==> src/rtl/stream_protocol_monitor.sv <==
// stream_protocol_monitor
//   Passive valid/ready protocol monitor for NumChannels streams. Once valid is
//   high it must stay high, with stable data, until ready. The monitor flags
//   drop and data-change violations and stall timeouts, counts handshakes,
//   captures the first offending channel and raises a registered interrupt.
//   It never drives the links it observes.
// Ports:
//   clk_i, rst_ni        clock, async active-low reset
//   clear_i              sync clear of all flags, counters, trackers, capture
//   valid_i/ready_i      per-channel handshake taps
//   data_i               payloads, channel k at [k*DataWidth +: DataWidth]
//   err_drop_o           sticky: valid deasserted while stalled
//   err_data_o           sticky: data changed while stalled
//   err_timeout_o        sticky: stall lasted StallTimeout cycles
//   hs_count_o           saturating handshake counts, channel k at [k*CntWidth +: CntWidth]
//   first_err_valid_o    first error captured
//   first_err_chan_o     lowest channel index flagging in that first cycle
//   irq_o                registered OR of all sticky flags

module spm_chan #(
  parameter int DataWidth    = 32,
  parameter int CntWidth     = 16,
  parameter int StallTimeout = 1024
) (
  input  logic                 clk_i,
  input  logic                 rst_ni,
  input  logic                 clear_i,
  input  logic                 valid_i,
  input  logic                 ready_i,
  input  logic [DataWidth-1:0] data_i,
  output logic                 err_drop_o,
  output logic                 err_data_o,
  output logic                 err_timeout_o,
  output logic [CntWidth-1:0]  hs_count_o,
  output logic                 new_err_o
);
  localparam int TW = (StallTimeout > 0) ? $clog2(StallTimeout + 1) : 1;
  localparam logic [TW-1:0] TMAX = TW'(StallTimeout);

  logic                 stall_q, stall_d;
  logic [DataWidth-1:0] data_q, data_d;
  logic [TW-1:0]        stall_cnt_q, stall_cnt_d;
  logic                 err_drop_q, err_drop_d;
  logic                 err_data_q, err_data_d;
  logic                 err_tmo_q, err_tmo_d;
  logic [CntWidth-1:0]  hs_cnt_q, hs_cnt_d;

  logic stall, hs, drop_ev, data_ev, tmo_ev;

  always_comb begin
    stall   = valid_i & ~ready_i;
    hs      = valid_i & ready_i;
    // stall_q only reflects a stall seen since the last reset/clear, so the
    // first cycle after either can never raise a violation.
    drop_ev = stall_q & ~valid_i;
    data_ev = stall_q & valid_i & (data_i != data_q);
    // Fires on the edge where the counter would reach StallTimeout.
    tmo_ev  = (StallTimeout > 0) && stall && (stall_cnt_q == TMAX - TW'(1));

    stall_d     = stall;
    data_d      = stall ? data_i : data_q;
    stall_cnt_d = '0;
    if (StallTimeout > 0 && stall)
      stall_cnt_d = (stall_cnt_q == TMAX) ? TMAX : stall_cnt_q + TW'(1);
    err_drop_d = err_drop_q | drop_ev;
    err_data_d = err_data_q | data_ev;
    err_tmo_d  = err_tmo_q | tmo_ev;
    hs_cnt_d   = (hs && hs_cnt_q != '1) ? hs_cnt_q + CntWidth'(1) : hs_cnt_q;

    // Clear wins over anything happening in the same cycle.
    if (clear_i) begin
      stall_d     = 1'b0;
      data_d      = '0;
      stall_cnt_d = '0;
      err_drop_d  = 1'b0;
      err_data_d  = 1'b0;
      err_tmo_d   = 1'b0;
      hs_cnt_d    = '0;
    end
  end

  always_ff @(posedge clk_i or negedge rst_ni) begin
    if (!rst_ni) begin
      stall_q     <= 1'b0;
      data_q      <= '0;
      stall_cnt_q <= '0;
      err_drop_q  <= 1'b0;
      err_data_q  <= 1'b0;
      err_tmo_q   <= 1'b0;
      hs_cnt_q    <= '0;
    end else begin
      stall_q     <= stall_d;
      data_q      <= data_d;
      stall_cnt_q <= stall_cnt_d;
      err_drop_q  <= err_drop_d;
      err_data_q  <= err_data_d;
      err_tmo_q   <= err_tmo_d;
      hs_cnt_q    <= hs_cnt_d;
    end
  end

  assign err_drop_o    = err_drop_q;
  assign err_data_o    = err_data_q;
  assign err_timeout_o = err_tmo_q;
  assign hs_count_o    = hs_cnt_q;
  assign new_err_o     = (drop_ev & ~err_drop_q) | (data_ev & ~err_data_q) | (tmo_ev & ~err_tmo_q);
endmodule

module stream_protocol_monitor #(
  parameter int NumChannels  = 4,
  parameter int DataWidth    = 32,
  parameter int CntWidth     = 16,
  parameter int StallTimeout = 1024,
  localparam int ChW = (NumChannels > 1) ? $clog2(NumChannels) : 1
) (
  input  logic                            clk_i,
  input  logic                            rst_ni,
  input  logic                            clear_i,
  input  logic [NumChannels-1:0]          valid_i,
  input  logic [NumChannels-1:0]          ready_i,
  input  logic [NumChannels*DataWidth-1:0] data_i,
  output logic [NumChannels-1:0]          err_drop_o,
  output logic [NumChannels-1:0]          err_data_o,
  output logic [NumChannels-1:0]          err_timeout_o,
  output logic [NumChannels*CntWidth-1:0] hs_count_o,
  output logic                            first_err_valid_o,
  output logic [ChW-1:0]                  first_err_chan_o,
  output logic                            irq_o
);
  logic [NumChannels-1:0] new_err;

  for (genvar k = 0; k < NumChannels; k++) begin : g_chan
    spm_chan #(
      .DataWidth   (DataWidth),
      .CntWidth    (CntWidth),
      .StallTimeout(StallTimeout)
    ) u_chan (
      .clk_i        (clk_i),
      .rst_ni       (rst_ni),
      .clear_i      (clear_i),
      .valid_i      (valid_i[k]),
      .ready_i      (ready_i[k]),
      .data_i       (data_i[k*DataWidth +: DataWidth]),
      .err_drop_o   (err_drop_o[k]),
      .err_data_o   (err_data_o[k]),
      .err_timeout_o(err_timeout_o[k]),
      .hs_count_o   (hs_count_o[k*CntWidth +: CntWidth]),
      .new_err_o    (new_err[k])
    );
  end

  logic           fe_vld_q, fe_vld_d;
  logic [ChW-1:0] fe_chan_q, fe_chan_d;
  logic           irq_q, irq_d;
  logic [ChW-1:0] lowest;

  always_comb begin
    // Descending scan so the lowest-indexed offender is the last assignment.
    lowest = '0;
    for (int k = NumChannels - 1; k >= 0; k--)
      if (new_err[k]) lowest = ChW'(k);

    fe_vld_d  = fe_vld_q;
    fe_chan_d = fe_chan_q;
    if (!fe_vld_q && |new_err) begin
      fe_vld_d  = 1'b1;
      fe_chan_d = lowest;
    end
    // Built from the registered flags, hence one cycle behind them.
    irq_d = |{err_drop_o, err_data_o, err_timeout_o};
    if (clear_i) begin
      fe_vld_d  = 1'b0;
      fe_chan_d = '0;
      irq_d     = 1'b0;
    end
  end

  always_ff @(posedge clk_i or negedge rst_ni) begin
    if (!rst_ni) begin
      fe_vld_q  <= 1'b0;
      fe_chan_q <= '0;
      irq_q     <= 1'b0;
    end else begin
      fe_vld_q  <= fe_vld_d;
      fe_chan_q <= fe_chan_d;
      irq_q     <= irq_d;
    end
  end

  assign first_err_valid_o = fe_vld_q;
  assign first_err_chan_o  = fe_chan_q;
  assign irq_o             = irq_q;
endmodule

==> config.mk <==
export PLATFORM = sky130hd
export DESIGN_NAME = stream_protocol_monitor
export DESIGN_NICKNAME = d
export VERILOG_FILES = /design/src/rtl/stream_protocol_monitor.sv
export SDC_FILE = /design/constraint.sdc
export NUM_CORES = 1
export LEC_CHECK = 0
export BUFFER_PORTS_ARGS = -buffer_cell sky130_fd_sc_hd__buf_2
export CORE_UTILIZATION = 46
export DETAILED_ROUTE_END_ITERATION = 6
export PLACE_DENSITY = 0.7
export SETUP_SLACK_MARGIN = 0.4
export SLEW_MARGIN = 20
export SYNTH_ARGS = -nofsm -noshare
export SYNTH_HDL_FRONTEND = slang
export SYNTH_SLANG_ARGS = --single-unit
==> constraint.sdc <==
create_clock -name clk_i -period 2.5 [get_ports clk_i]
set_clock_uncertainty 0.1 [all_clocks]
set_input_delay 0.375 -clock clk_i [delete_from_list [all_inputs] [get_ports clk_i]]
set_output_delay 0.375 -clock clk_i [all_outputs]
set_load 0.01 [all_outputs]
# Word-level counts from Yosys, hierarchy flattened
# Cells that the tools add are included.
# word_totals
wordCells,201
out_inout_bits,80
romBits,0
inputBits,139
n_memories,0
ram_bits,0
latch_bits,0
regBits,256
# classes
n_addsub,8
bitwise,72
multipliers,0
n_mux,53
n_eq_ne,16
magnitude_cmp,0
div_mod_pow,0
shifts,0
n_reduce_logical,21
# op_table
cell,n
$mux 32,8
$mux 11,12
$mux 16,8
$ne 32x32->1,4
$add 16x1->16 const B,4
$ne 16x16->1 const B,4
$add 11x1->11 const B,4
$eq 11x10->1 const B,4
$eq 11x11->1 const B,4
$and 1x1->1,32
$not 1->1,20
$or 1x1->1,20
$mux 1,19
$reduce_bool 2->1,9
$mux 2,6
$reduce_or 12->1,1
$logic_and 1x1->1,9
$reduce_or 4->1,1
$logic_not 1->1,1

# Depth between registers and ports, before layout
# Gate-level depths: netlist (run 1).
# depth
word_depth,11
depth_mapped,9
depth_no_buf,8

# Cells and area by module
# Synthesis (run 1) repeated with hierarchy kept, for this count alone.
# unflattened
hier_cells,1140
area_unflattened_um2,12256.8
# modules_own_cells
module,seq_area_each_um2,cells_each,instances,area_each_um2
spm_chan (g_chan[0].u_chan ...),1576.5,280,3,3014.1
spm_chan (g_chan[3].u_chan),1576.5,279,1,3012.9
stream_protocol_monitor,100.1,21,1,201.4

# Worst setup path before layout (run 1)
# OpenSTA, ideal clock, no wires.
# synth_path
path_kind,register to register
start,reg g_chan[1].u_chan.hs_cnt_q[6]
end,reg g_chan[1].u_chan.hs_cnt_q[14]
setup_time_ps,132
n_path_buf,0
slack_ps,445
arrival_ps,1823
stages_incl_launch_ff,8
period_less_slack_ps,2055
required_time_ps,2268
path_cell_list,dfrtp_1 > nand4_4 > or4_4 > o21a_4 > nand3_4 > nor4_1 > xnor2_1 > nor2_1
# synth_via
elab_chain_cells,3
elab_cells_between_ends,6
classes_between,add/sub: 1; eq/ne: 1; mux: 2; reduce/logical: 2
# synth_rtl
element,line_no,rtl
from (decl),46,"logic [CntWidth-1:0] hs_cnt_q, hs_cnt_d;"
from (signal assigned),98,hs_cnt_q <= hs_cnt_d;
$add 16x1->16 or $ne 16x16->1 (tied branches),68,hs_cnt_d = (hs && hs_cnt_q != '1) ? hs_cnt_q + CntWidth'(1) : hs_cnt_q;
$mux 16 or $logic_and 1x1->1 (tied branches),68,
$mux 16 or $reduce_bool 2->1 (tied branches),--,
# Parallel ways exist; a longest one is shown, timed or not. The select of a mux whose other input is x is not followed.
# A chain may end at the register's enable or synchronous reset.

# Worst setup path after layout (run 1)
# layout_path
start,reg g_chan[0].u_chan.data_q[6]
end,"reg fe_chan_q[0], in the netlist first_err_chan_o[0]"
# layout_via
elab_chain_cells,8
elab_cells_between_ends,11
classes_between,eq/ne: 1; mux: 3; bitwise: 4; reduce/logical: 3
# layout_rtl
element,line_no,rtl
from (decl),41,"logic [DataWidth-1:0] data_q, data_d;"
from (signal assigned),93,data_q <= data_d;
$ne 32x32->1 (*),56,data_ev = stall_q & valid_i & (data_i != data_q);
$and 1x1->1 (*),56,
$and 1x1->1 (*),106,assign new_err_o = (drop_ev & ~err_drop_q) | (data_ev & ~err_data_q) | (tmo_ev & ~err_tmo_q);
$or 1x1->1 (*) (2 in series),106,
$mux 2 or $reduce_or 4->1 (tied branches),"161, 165",
$mux 2 or $logic_and 1x1->1 (tied branches),165,if (!fe_vld_q && |new_err) begin
$mux 2 or $reduce_bool 2->1 (tied branches),--,
to (signal assigned),185,fe_chan_q <= fe_chan_d;
to (decl),153,"logic [ChW-1:0] fe_chan_q, fe_chan_d;"
# Every way passes the cells marked *; elsewhere a longest branch is shown, timed or not. The select of a mux whose other input is x is not followed.

==> impl_metrics.py, run 1 <==
metrics = {
    "outcome": {
        "status": "finished, violations left",
        "violations": "design-rule violations",
    },
    "worst_hold_path": {
        "hp-start": "data_i[113]",
        "min_path_type": "in -> reg",
    },
    "finish": {
        "drive_gt1_frac": 0.237,
        "syn_to_final_growth_pct": 34.3,
        "num_antenna_cells": 0,
        "fin_nets": 1761,
        "regArea_um2": 6420,
        "design_area_um2": 16600,
        "fillers": 2113,
        "multi_input_area_um2": 5930,
    },
    "synthesis": {
        "yosys.area.top_type": "dfrtp_1",
        "ys_types": 52,
        "syn-num-nets": 1391,
        "ys_ff_latch": 256,
        "ys_async_sr_fraction": 1.00,
        "syn_inst": 1240,
        "synth_common_cells": "dfrtp_1, nand2_1, nor2_1",
        "synth-edff-count": 0,
        "yosysWarnings": 0,
        "netlist_area_um2": 12400,
        "yosys.cell_count.top_type": "dfrtp_1",
        "avgSynthCellArea_um2": 9.99,
        "synth_area_leaders": "dfrtp_1, xor2_1, xnor2_1, nand2_1, a22o_1",
        "yosysSeqAreaShare": 0.517,
        "yosys_most_used_dff": "dfrtp_1",
        "yosysTopAreaCellShare": 0.517,
    },
    "floorplan": {
        "ioPinCount": 219,
        "die_h_um": 166,
        "dieArea_um2": 27600,
        "initial_core_util": 0.473,
        "die_w_um": 166,
        "num_rows": 59,
        "core_um2": 26200,
    },
    "grt": {
        "grt_pass1_vias": 10500,
        "grt_overflow_total": 0,
        "grt_max_degree": 80,
        "grt_first_pass_wirelength_um": 52500,
        "grt_antenna_before_repair": 0,
        "track_usage": 0.230,
    },
    "critical_path": {
        "crit_arrival_ps": 2500,
        "required_ps": 2840,
        "slowest_delay_ps": 420,
        "critPathMaxFanout": 3,
        "critPathSlowestCell": "dfrtp_1",
        "crit_chain": "xnor2_2 > nand4_1 > nor4_2 > a211oi_2 > a21oi_2 > o21ai_1 > a221oi_1",
        "criticalPathCategory": "reg -> reg",
        "crit_family": "compound AO/OA/AOI/OAI gates",
        "r2r_start": "g_chan[0].u_chan.data_q[6]",
        "startpoint": "g_chan[0].u_chan.data_q[6]",
        "startpoint_type": "flop",
        "cp.buffers_inverters": 0,
        "critPathCaptureType": "flop",
    },
    "clocking": {
        "ctsLongestPathBuffers": 3,
        "cts_buffers": 29,
        "clk_pin_slew_ps": 60,
        "cts_tree": "done",
        "htree_levels": 1,
        "cts.sink_count": 256,
        "insertion_delay_ps": 540,
        "clockRootBuffer": "clkbuf_16",
    },
    "sta": {
        "rsz0062_at_grt": "true",
        "setup_violations": 0,
        "final_max_slew_viol_count": 0,
        "maxClockFrequency_ghz": 0.463,
        "tightest_slew_ps": 571,
        "post-route-min-period_ps": 2160,
        "hold_viol": 0,
        "fin_setup_tns_ps": 0,
        "finalCritPeriodShare": 0.864,
        "slew_headroom": 0.616,
    },
    "detailed_routing": {
        "ant_nets": 0,
        "vias": 10300,
        "drt_first_pass_iters": 6,
        "via_per_inst": 5.24,
        "drc_errors": 12,
        "routedWlPerCell_um": 16.3,
        "drtIter0Drc": 592,
        "wl_um": 32100,
    },
    "place": {
        "placed_cell_area_um2": 13900,
        "hpwl_um": 20000,
        "io_buffers": 218,
        "gp_congestion": 0.813,
    },
    "pwr": {
        "p_per_area_nw_per_um2": 568,
        "power_mw": 9.44,
        "p_leak_nw": 7.77,
        "irDropWorstVdd_v": 0.000443,
    },
    "job": {
        "drv_cap": 0,
    },
}
-- cells by family (layout without fill, tap and decap cells) --
kind of cell	after synthesis	count (layout)	synth area share
simple gates	485	485	0.187
flops	256	256	0.517
xor+xnor	211	211	0.149
compound gates	183	183	0.101
buf+inv	89	477	0.0308
fa+ha+maj	12	12	0.0121
mux	4	4	0.00323
-- report_power, final --
group / switching, mW / total [mW] / internal (mW)
combinational: 0.531 / 1.03 / 0.502
sequential: 0.0992 / 4.36 / 4.26
clock: 1.66 / 4.05 / 2.39
total: 2.29 / 9.44 / 7.15
-- per-stage QoR --
stage / util / hold WS, ps / setup slack (ps) / std cells
6_report: 0.635 / 19.9 / 339 / 1963
5_1_grt: 0.635 / 1.14 / 294 / 1963
4_1_cts: 0.618 / 1.98 / 336 / 1942
3_5_place_dp: 0.530 / 254 / 36.0 / 1756
3_3_place_gp: 0.530 / 247 / 52.9 / 1756
2_1_floorplan: - / -20.6 / 445 / 1240
-- sequential cells by signal, indices dropped and copies added, names as in the netlist --
register / flops
first_err_valid_o: 1
g_chan.u_chan.err_drop_o: 4
g_chan.u_chan.stall_q: 4
g_chan.u_chan.stall_cnt_q: 44
irq_o: 1
g_chan.u_chan.hs_count_o: 64
g_chan.u_chan.err_data_o: 4
g_chan.u_chan.data_q: 128
g_chan.u_chan.err_timeout_o: 4
first_err_chan_o: 2
-- cell type report --
type | instances | share of cell area
inverter | 30 | 0.00677
multi-input combinational | 895 | 0.356
clock buffer | 41 | 0.0499
sequential | 256 | 0.386
tap | 335 | 0.0252
timing repair buffer | 398 | 0.172
clock inverter | 8 | 0.00391
-- worst reg2reg max path, delay by kind of cell (launching register included) --
kind                      cells  cell delay [ps]
AOI/OAI and AO/OA             4              800
and+or+nand+nor               2              550
DFF                           1              420
xor gates and xnor gates      1              190
-- cells in the final DEF (no fill, tap or decap), types with 4 or more instances in the layout --
cell type,n
a21oi_1,83
a22o_1,64
and2_1,7
and3_1,20
buf_12,5
buf_2,214
buf_4,48
clkbuf_1,6
clkbuf_16,29
clkbuf_8,6
clkinv_2,7
dfrtp_1,248
dfrtp_2,8
dlygate4sd3_1,123
dlymetal6s4s_1,5
ha_1,10
inv_1,30
mux2i_1,4
nand2_1,169
nand2b_1,4
nand3_1,38
nand4_1,36
nor2_1,117
nor2_2,6
nor3_1,14
nor4_1,24
nor4_2,8
o21ai_0,10
or3_1,9
xnor2_1,85
xnor2_2,8
xor2_1,117
-- final timing paths --
path | endpoint | slack [ps] | depth (start not counted)
min | g_chan[3].u_chan.data_q[17] | 20 | 3
min in group asynchronous | g_chan[1].u_chan.data_q[7] | 270 | 2
max in group asynchronous | g_chan[0].u_chan.err_drop_o | 1300 | 3
max | first_err_chan_o[0] | 340 | 7
min reg2reg | g_chan[2].u_chan.data_q[18] | 410 | 1
max reg2reg | first_err_chan_o[0] | 340 | 7
-- per-layer routing --
metal,global-route usage,up-vias,wire [µm]
met2,0.390,225,15400
met1,0.306,5028,14300
li1,-,4976,-
met4,0.0601,0,722
met3,0.0379,51,1590
met5,0,-,0
-- what timing repair did --
item                       CTS  global route
hold endpoints to repair   178             0
hold buffers               128             0
gates resized for setup     15            57
setup buffers                9            21
setup endpoints to repair   18            36
pin swaps                    7            36
Power figures use the tool's default switching activity.
==> inputs of run 2 (changes only) <==
--- a/config.mk
+++ b/config.mk
@@ -8,8 +8,8 @@
 export BUFFER_PORTS_ARGS = -buffer_cell sky130_fd_sc_hd__buf_2
 export CORE_UTILIZATION = 46
 export DETAILED_ROUTE_END_ITERATION = 6
+export HOLD_SLACK_MARGIN = 0.03
 export PLACE_DENSITY = 0.7
-export SETUP_SLACK_MARGIN = 0.4
 export SLEW_MARGIN = 20
 export SYNTH_ARGS = -nofsm -noshare
 export SYNTH_HDL_FRONTEND = slang
==> run 2 against run 1 <==
Effect of this change:
- the flow still finishes with violations (design-rule violations)
- power fell by 0.56%
- combinational power fell by 5%
- first-iteration DRC count fell by 4.2%
- global-route usage fell by 0.27 points
- core utilization fell by 2.1 points
- critical path type is now in -> reg
- critical endpoint is now first_err_chan_o[1]
==> impl_metrics.py, run 2 (synthesis results as in run 1) <==
metrics = {
    "clocking": {
        "cts_buffers": 29,
        "insertion_delay_ps": 540,
        "cts_tree": "done",
        "clockRootBuffer": "clkbuf_16",
        "clk_pin_slew_ps": 60,
        "post_cts_buffers": 0,
        "htree_levels": 1,
        "ctsLongestPathBuffers": 3,
        "cts.sink_count": 256,
    },
    "floorplan": {
        "ioPinCount": 219,
        "dieArea_um2": 27600,
        "die_h_um": 166,
        "core_um2": 26200,
        "initial_core_util": 0.473,
        "num_rows": 59,
        "die_w_um": 166,
    },
    "sta": {
        "whs_ps": 68.3,
        "post-route-min-period_ps": 2420,
        "setup_violations": 0,
        "finalCritPeriodShare": 0.969,
        "maxClockFrequency_ghz": 0.413,
        "slew_headroom": 0.641,
        "final_max_slew_viol_count": 0,
        "tightest_slew_ps": 534,
        "rsz0062_at_grt": "true",
        "hold_viol": 0,
    },
    "critical_path": {
        "cp.buffers_inverters": 2,
        "required_ps": 2840,
        "crit_arrival_ps": 2770,
        "critPathCaptureType": "flop",
        "crit_family": "compound AO/OA/AOI/OAI gates",
        "criticalPathCategory": "in -> reg",
        "slowest_delay_ps": 540,
        "startpoint_type": "input pin",
        "critPathMaxFanout": 4,
        "critPathSlowestCell": "dlygate4sd3_1",
        "crit_chain": "dlygate4sd3_1 > buf_2 > xor2_1 > nor4_2 > nand4_1 > o21ai_0 > o221ai_1 > a21o_1 > a211oi_1",
        "rrSetupSlack_ps": 220,
    },
    "detailed_routing": {
        "routedWlPerCell_um": 16.1,
        "drt_first_pass_iters": 6,
        "vias": 10100,
        "drtIter0Drc": 567,
        "wl_um": 31100,
        "drc_errors": 12,
        "ant_nets": 0,
        "via_per_inst": 5.24,
    },
    "finish": {
        "drive_gt1_frac": 0.192,
        "fillers": 2163,
        "mostFrequentLayoutCell": "dfrtp_1",
        "fin_cells": 1934,
        "largest_reg_flops": 128,
        "final_cell_mix": "dfrtp_1, buf_2, nand2_1, dlygate4sd3_1, nor2_1",
        "num_antenna_cells": 0,
        "syn_to_final_growth_pct": 29.9,
        "top_register": "g_chan.u_chan.data_q",
        "fin_nets": 1732,
    },
    "pwr": {
        "p_per_area_nw_per_um2": 583,
        "switching_share": 0.241,
        "comb_power_share": 0.105,
        "irDropWorstVdd_v": 0.000443,
        "p_int_mw": 7.12,
        "power_mw": 9.39,
        "clkPwrFrac": 0.431,
        "seq_power_share": 0.464,
        "p_leak_nw": 7.48,
        "power_switching_mw": 2.27,
    },
    "place": {
        "placedCellCount": 1756,
        "io_buffers": 218,
        "gp_congestion": 0.813,
        "hpwl_um": 20000,
    },
    "grt": {
        "grt_antenna_before_repair": 0,
        "grt_first_pass_wirelength_um": 51900,
        "grt_max_degree": 80,
        "track_usage": 0.227,
        "grt_pass1_vias": 10400,
        "grt_overflow_total": 0,
    },
    "outcome": {
        "status": "finished, violations left",
        "violations": "design-rule violations",
    },
    "job": {
        "drv_cap": 0,
    },
    "worst_hold_path": {
        "min_path_type": "in -> reg",
    },
}
[run 2: worst paths after layout]
kind / start / endpoint / cells past startpoint
worst max-delay path: data_i[47] / first_err_chan_o[1] / 9
worst max register to register: g_chan[1].u_chan.data_q[15] / first_err_chan_o[1] / 7
max in group asynchronous: rst_ni / g_chan[0].u_chan.err_drop_o / 3
worst min-delay path: clear_i / g_chan[0].u_chan.err_timeout_o / 2
min in group asynchronous: rst_ni / g_chan[1].u_chan.data_q[7] / 2
worst min register to register: g_chan[2].u_chan.data_q[18] / g_chan[2].u_chan.data_q[18] / 1
[run 2: power groups by stage]
stage | Clock, mW | Sequential (mW) | Combinational, mW
2_1_floorplan | 0 | 4.42 | 0.423
3_3_place_gp | 0 | 4.43 | 0.799
3_5_place_dp | 0 | 4.43 | 0.814
4_1_cts | 4.16 | 4.36 | 0.976
5_1_grt | 4.31 | 4.37 | 1.09
6_report | 4.05 | 4.36 | 0.981
[run 2: repair_timing]
action,4_1_cts,5_1_grt
endpoints found under the hold margin,179,0
endpoints found under the setup margin,0,2
hold buffers,129,0
resized for setup,0,4
[run 2: cell type report]
class,instances,area (µm²),area share
flip-flops and latches,256,6410,0.398
well taps,335,419,0.0260
multi-input cells,895,5640,0.350
clock buffers,41,831,0.0516
clock inverters,8,65.1,0.00404
inverters,30,113,0.00700
repair buffers,369,2620,0.163
[run 2: worst register-to-register path: cells and delay by family, from the launching register on]
| family | cells | cell delay [ps] |
|---|---|---|
| AOI/OAI and AO/OA | 4 | 970 |
| DFF | 1 | 400 |
| and+or+nand+nor | 2 | 570 |
| xor gates and xnor gates | 1 | 160 |
[run 2: per-layer routing]
metal / track usage / share of wire / vias to the layer above
met5: 0 / 0 / -
li1: - / - / 4913
met4: 0.0618 / 0.023 / 0
met3: 0.0381 / 0.052 / 50
met2: 0.385 / 0.48 / 245
met1: 0.302 / 0.44 / 4931
[run 2: metrics by stage]
stage / instance area, µm² / util / worst slack [ps] / setup TNS [ps]
floorplan: 12400 / - / 445 / 0
global placement: 13900 / 0.530 / 52.9 / 0
detailed placement: 13900 / 0.530 / 36.0 / 0
CTS: 16100 / 0.613 / 52.3 / 0
global route: 16100 / 0.614 / -42.3 / -42.3
finish: 16100 / 0.614 / 78.3 / 0
==> inputs of run 3 (changes only) <==
--- a/config.mk
+++ b/config.mk
@@ -8,6 +8,7 @@
 export BUFFER_PORTS_ARGS = -buffer_cell sky130_fd_sc_hd__buf_2
 export CORE_UTILIZATION = 46
 export DETAILED_ROUTE_END_ITERATION = 6
+export GPL_TIMING_DRIVEN = 0
 export HOLD_SLACK_MARGIN = 0.03
 export PLACE_DENSITY = 0.7
 export SLEW_MARGIN = 20
==> run 3 against run 2 <==
Effect of this change:
- the flow still finishes with violations (design-rule violations)
- register-to-register slack improved by 40 ps
- flip-flop and latch count unchanged
- sequential share of layout area down 0.25 points
- non-clock buffer count is 39 higher
- largest cell class unchanged
- highest routed layer is now met5
==> impl_metrics.py, run 3 (synthesis results as in run 1) <==
metrics = {
    "critical_path": {
        "required_ps": 2820,
        "crit_chain": "dlygate4sd3_1 > buf_2 > xnor2_1 > nand4_1 > nor4_2 > a211oi_1 > or3_1 > o21ai_0 > a211oi_1",
        "critPathSlowestCell": "dlygate4sd3_1",
        "cp_common_cell": "a211oi_1",
        "startpoint_type": "input pin",
        "slowest_delay_ps": 530,
        "reg2regPathDepth": 8,
        "crit_arrival_ps": 2670,
        "r2r_start": "g_chan[0].u_chan.hs_count_o[8]",
        "crit_path_end": "first_err_chan_o[1]",
        "rrSetupSlack_ps": 260,
        "path_depth": 9,
        "crit_family": "simple AND/OR/NAND/NOR gates",
        "criticalPathCategory": "in -> reg",
        "startpoint": "data_i[83]",
        "critPathMaxFanout": 2,
        "critPathCaptureType": "flop",
        "cp.buffers_inverters": 2,
        "reg2reg_to": "g_chan[0].u_chan.hs_count_o[11]",
    },
    "sta": {
        "finalCritPeriodShare": 0.941,
        "rsz0062_at_grt": "false",
        "hold_viol": 0,
        "maxClockFrequency_ghz": 0.425,
        "whs_ps": 69.6,
        "setup_violations": 0,
        "tightest_slew_ps": 809,
        "post-route-min-period_ps": 2350,
        "slew_headroom": 0.461,
        "setup_ws_ps": 146,
        "final_max_slew_viol_count": 0,
    },
    "clocking": {
        "cts.sink_count": 256,
        "htree_levels": 1,
        "post_cts_buffers": 0,
        "cts_tree": "done",
        "ctsLongestPathBuffers": 3,
        "insertion_delay_ps": 550,
        "clk_pin_slew_ps": 60,
        "cts_buffers": 29,
        "clockRootBuffer": "clkbuf_16",
    },
    "finish": {
        "fillers": 2159,
        "final_cell_mix": "dfrtp_1, buf_2, nand2_1, dlygate4sd3_1, nor2_1",
        "post-route-util": 0.618,
        "top_register": "g_chan.u_chan.data_q",
        "syn_to_final_growth_pct": 30.7,
        "multi_input_area_um2": 5650,
        "largest_reg_flops": 128,
        "drive_gt1_frac": 0.180,
        "fin_nets": 1771,
        "regArea_um2": 6410,
        "mostFrequentLayoutCell": "dfrtp_1",
    },
    "detailed_routing": {
        "routedWlPerCell_um": 16.6,
        "vias": 10300,
        "via_per_inst": 5.24,
        "drtIter0Drc": 721,
        "ant_nets": 0,
        "drc_errors": 13,
        "drt_first_pass_iters": 7,
        "wl_um": 32800,
    },
    "place": {
        "place_ws_ps": -96.1,
        "hpwl_um": 21900,
        "gp_congestion": 0.852,
        "io_buffers": 217,
    },
    "grt": {
        "grt_overflow_total": 0,
        "grt_first_pass_wirelength_um": 53700,
        "grt_max_degree": 72,
        "track_usage": 0.239,
        "grt_antenna_before_repair": 2,
        "grt_pass1_vias": 10500,
    },
    "pwr": {
        "p_leak_nw": 7.49,
        "irDropWorstVdd_v": 0.000381,
        "p_per_area_nw_per_um2": 576,
    },
    "floorplan": {
        "ioPinCount": 219,
        "dieArea_um2": 27600,
        "die_w_um": 166,
        "die_h_um": 166,
        "num_rows": 59,
        "core_um2": 26200,
        "initial_core_util": 0.473,
    },
    "job": {
        "drv_cap": 0,
    },
    "outcome": {
        "status": "finished, violations left",
        "violations": "design-rule violations",
    },
    "worst_hold_path": {
        "min_path_type": "in -> reg",
    },
}
-- run 3: changes by cell type in the layout (fill, tap and decap cells not counted), moves of 3 or more --
cell and delta:
buf_1 +4, buf_12 -5, buf_16 +3, buf_4 -6
clkbuf_1 +46, clkbuf_8 -3, clkinv_2 -4, nor2_1 +4
nor2_2 -4, nor4_1 -3, nor4_2 +3
-- run 3: power by group --
| group | total (mW) | switching, mW | internal, mW |
|---|---|---|---|
| Sequential | 4.36 | 0.0928 | 4.26 |
| Combinational | 1.02 | 0.540 | 0.476 |
| Clock | 3.96 | 1.65 | 2.31 |
| Total | 9.33 | 2.28 | 7.05 |
-- run 3: routing by layer --
layer / routed length, µm / track usage / share of wire / vias up
li1: - / - / - / 4990
met1: 14400 / 0.314 / 0.44 / 5041
met2: 15800 / 0.398 / 0.48 / 243
met3: 1680 / 0.0477 / 0.051 / 72
met4: 976 / 0.0764 / 0.030 / 2
met5: 13 / 0 / 0.00040 / -
-- run 3: cell type report --
type,count,area share
diodes,1,0.000155
flip-flops and latches,256,0.396
clock buffers,43,0.0499
multi-input cells,895,0.349
inverters,30,0.00695
plain buffers,59,0.0166
repair buffers,349,0.153
well taps,335,0.0259
clock inverters,5,0.00332
-- run 3: per-stage QoR --
step,area (µm²),cells,total power [mW],setup TNS (ps)
final,16200,1973,9.33,0
after global routing,16200,1973,9.71,0
after CTS,16100,1972,9.42,0
after detailed placement,14000,1795,5.27,-904
after global placement,13900,1792,5.23,-980850
after floorplan,12400,1240,4.84,0
-- run 3: worst min-delay path by stage --
| stage | startpoint | end | slack [ps] | cells after the start |
|---|---|---|---|---|
| global route | ready_i[3] | g_chan[3].u_chan.data_q[18] | 100 | 4 |
| detailed placement | rst_ni | g_chan[1].u_chan.data_q[12] | 210 | 1 |
| CTS | ready_i[3] | g_chan[3].u_chan.data_q[18] | 50 | 4 |
| global placement | g_chan[1].u_chan.data_q[23] | g_chan[1].u_chan.data_q[23] | 400 | 1 |
| finish | ready_i[3] | g_chan[3].u_chan.data_q[19] | 70 | 4 |
| floorplan | rst_ni | first_err_chan_o[0] | -20 | 0 |
-- run 3: worst register-to-register path, stage by stage (launching register included) --
cell and delay [ps]:
dfrtp_1 420, and4_4 280, nand4_2 160, o311ai_1 500, or3_1 170, buf_2 180, nor2_1 80, xnor2_1 150
nor2_1 60
-- run 3: timing repair --
item,4_1_cts,5_1_grt
endpoints found under the setup margin,0,3
endpoints found under the hold margin,178,0
resized for setup,0,11
hold buffers,129,0
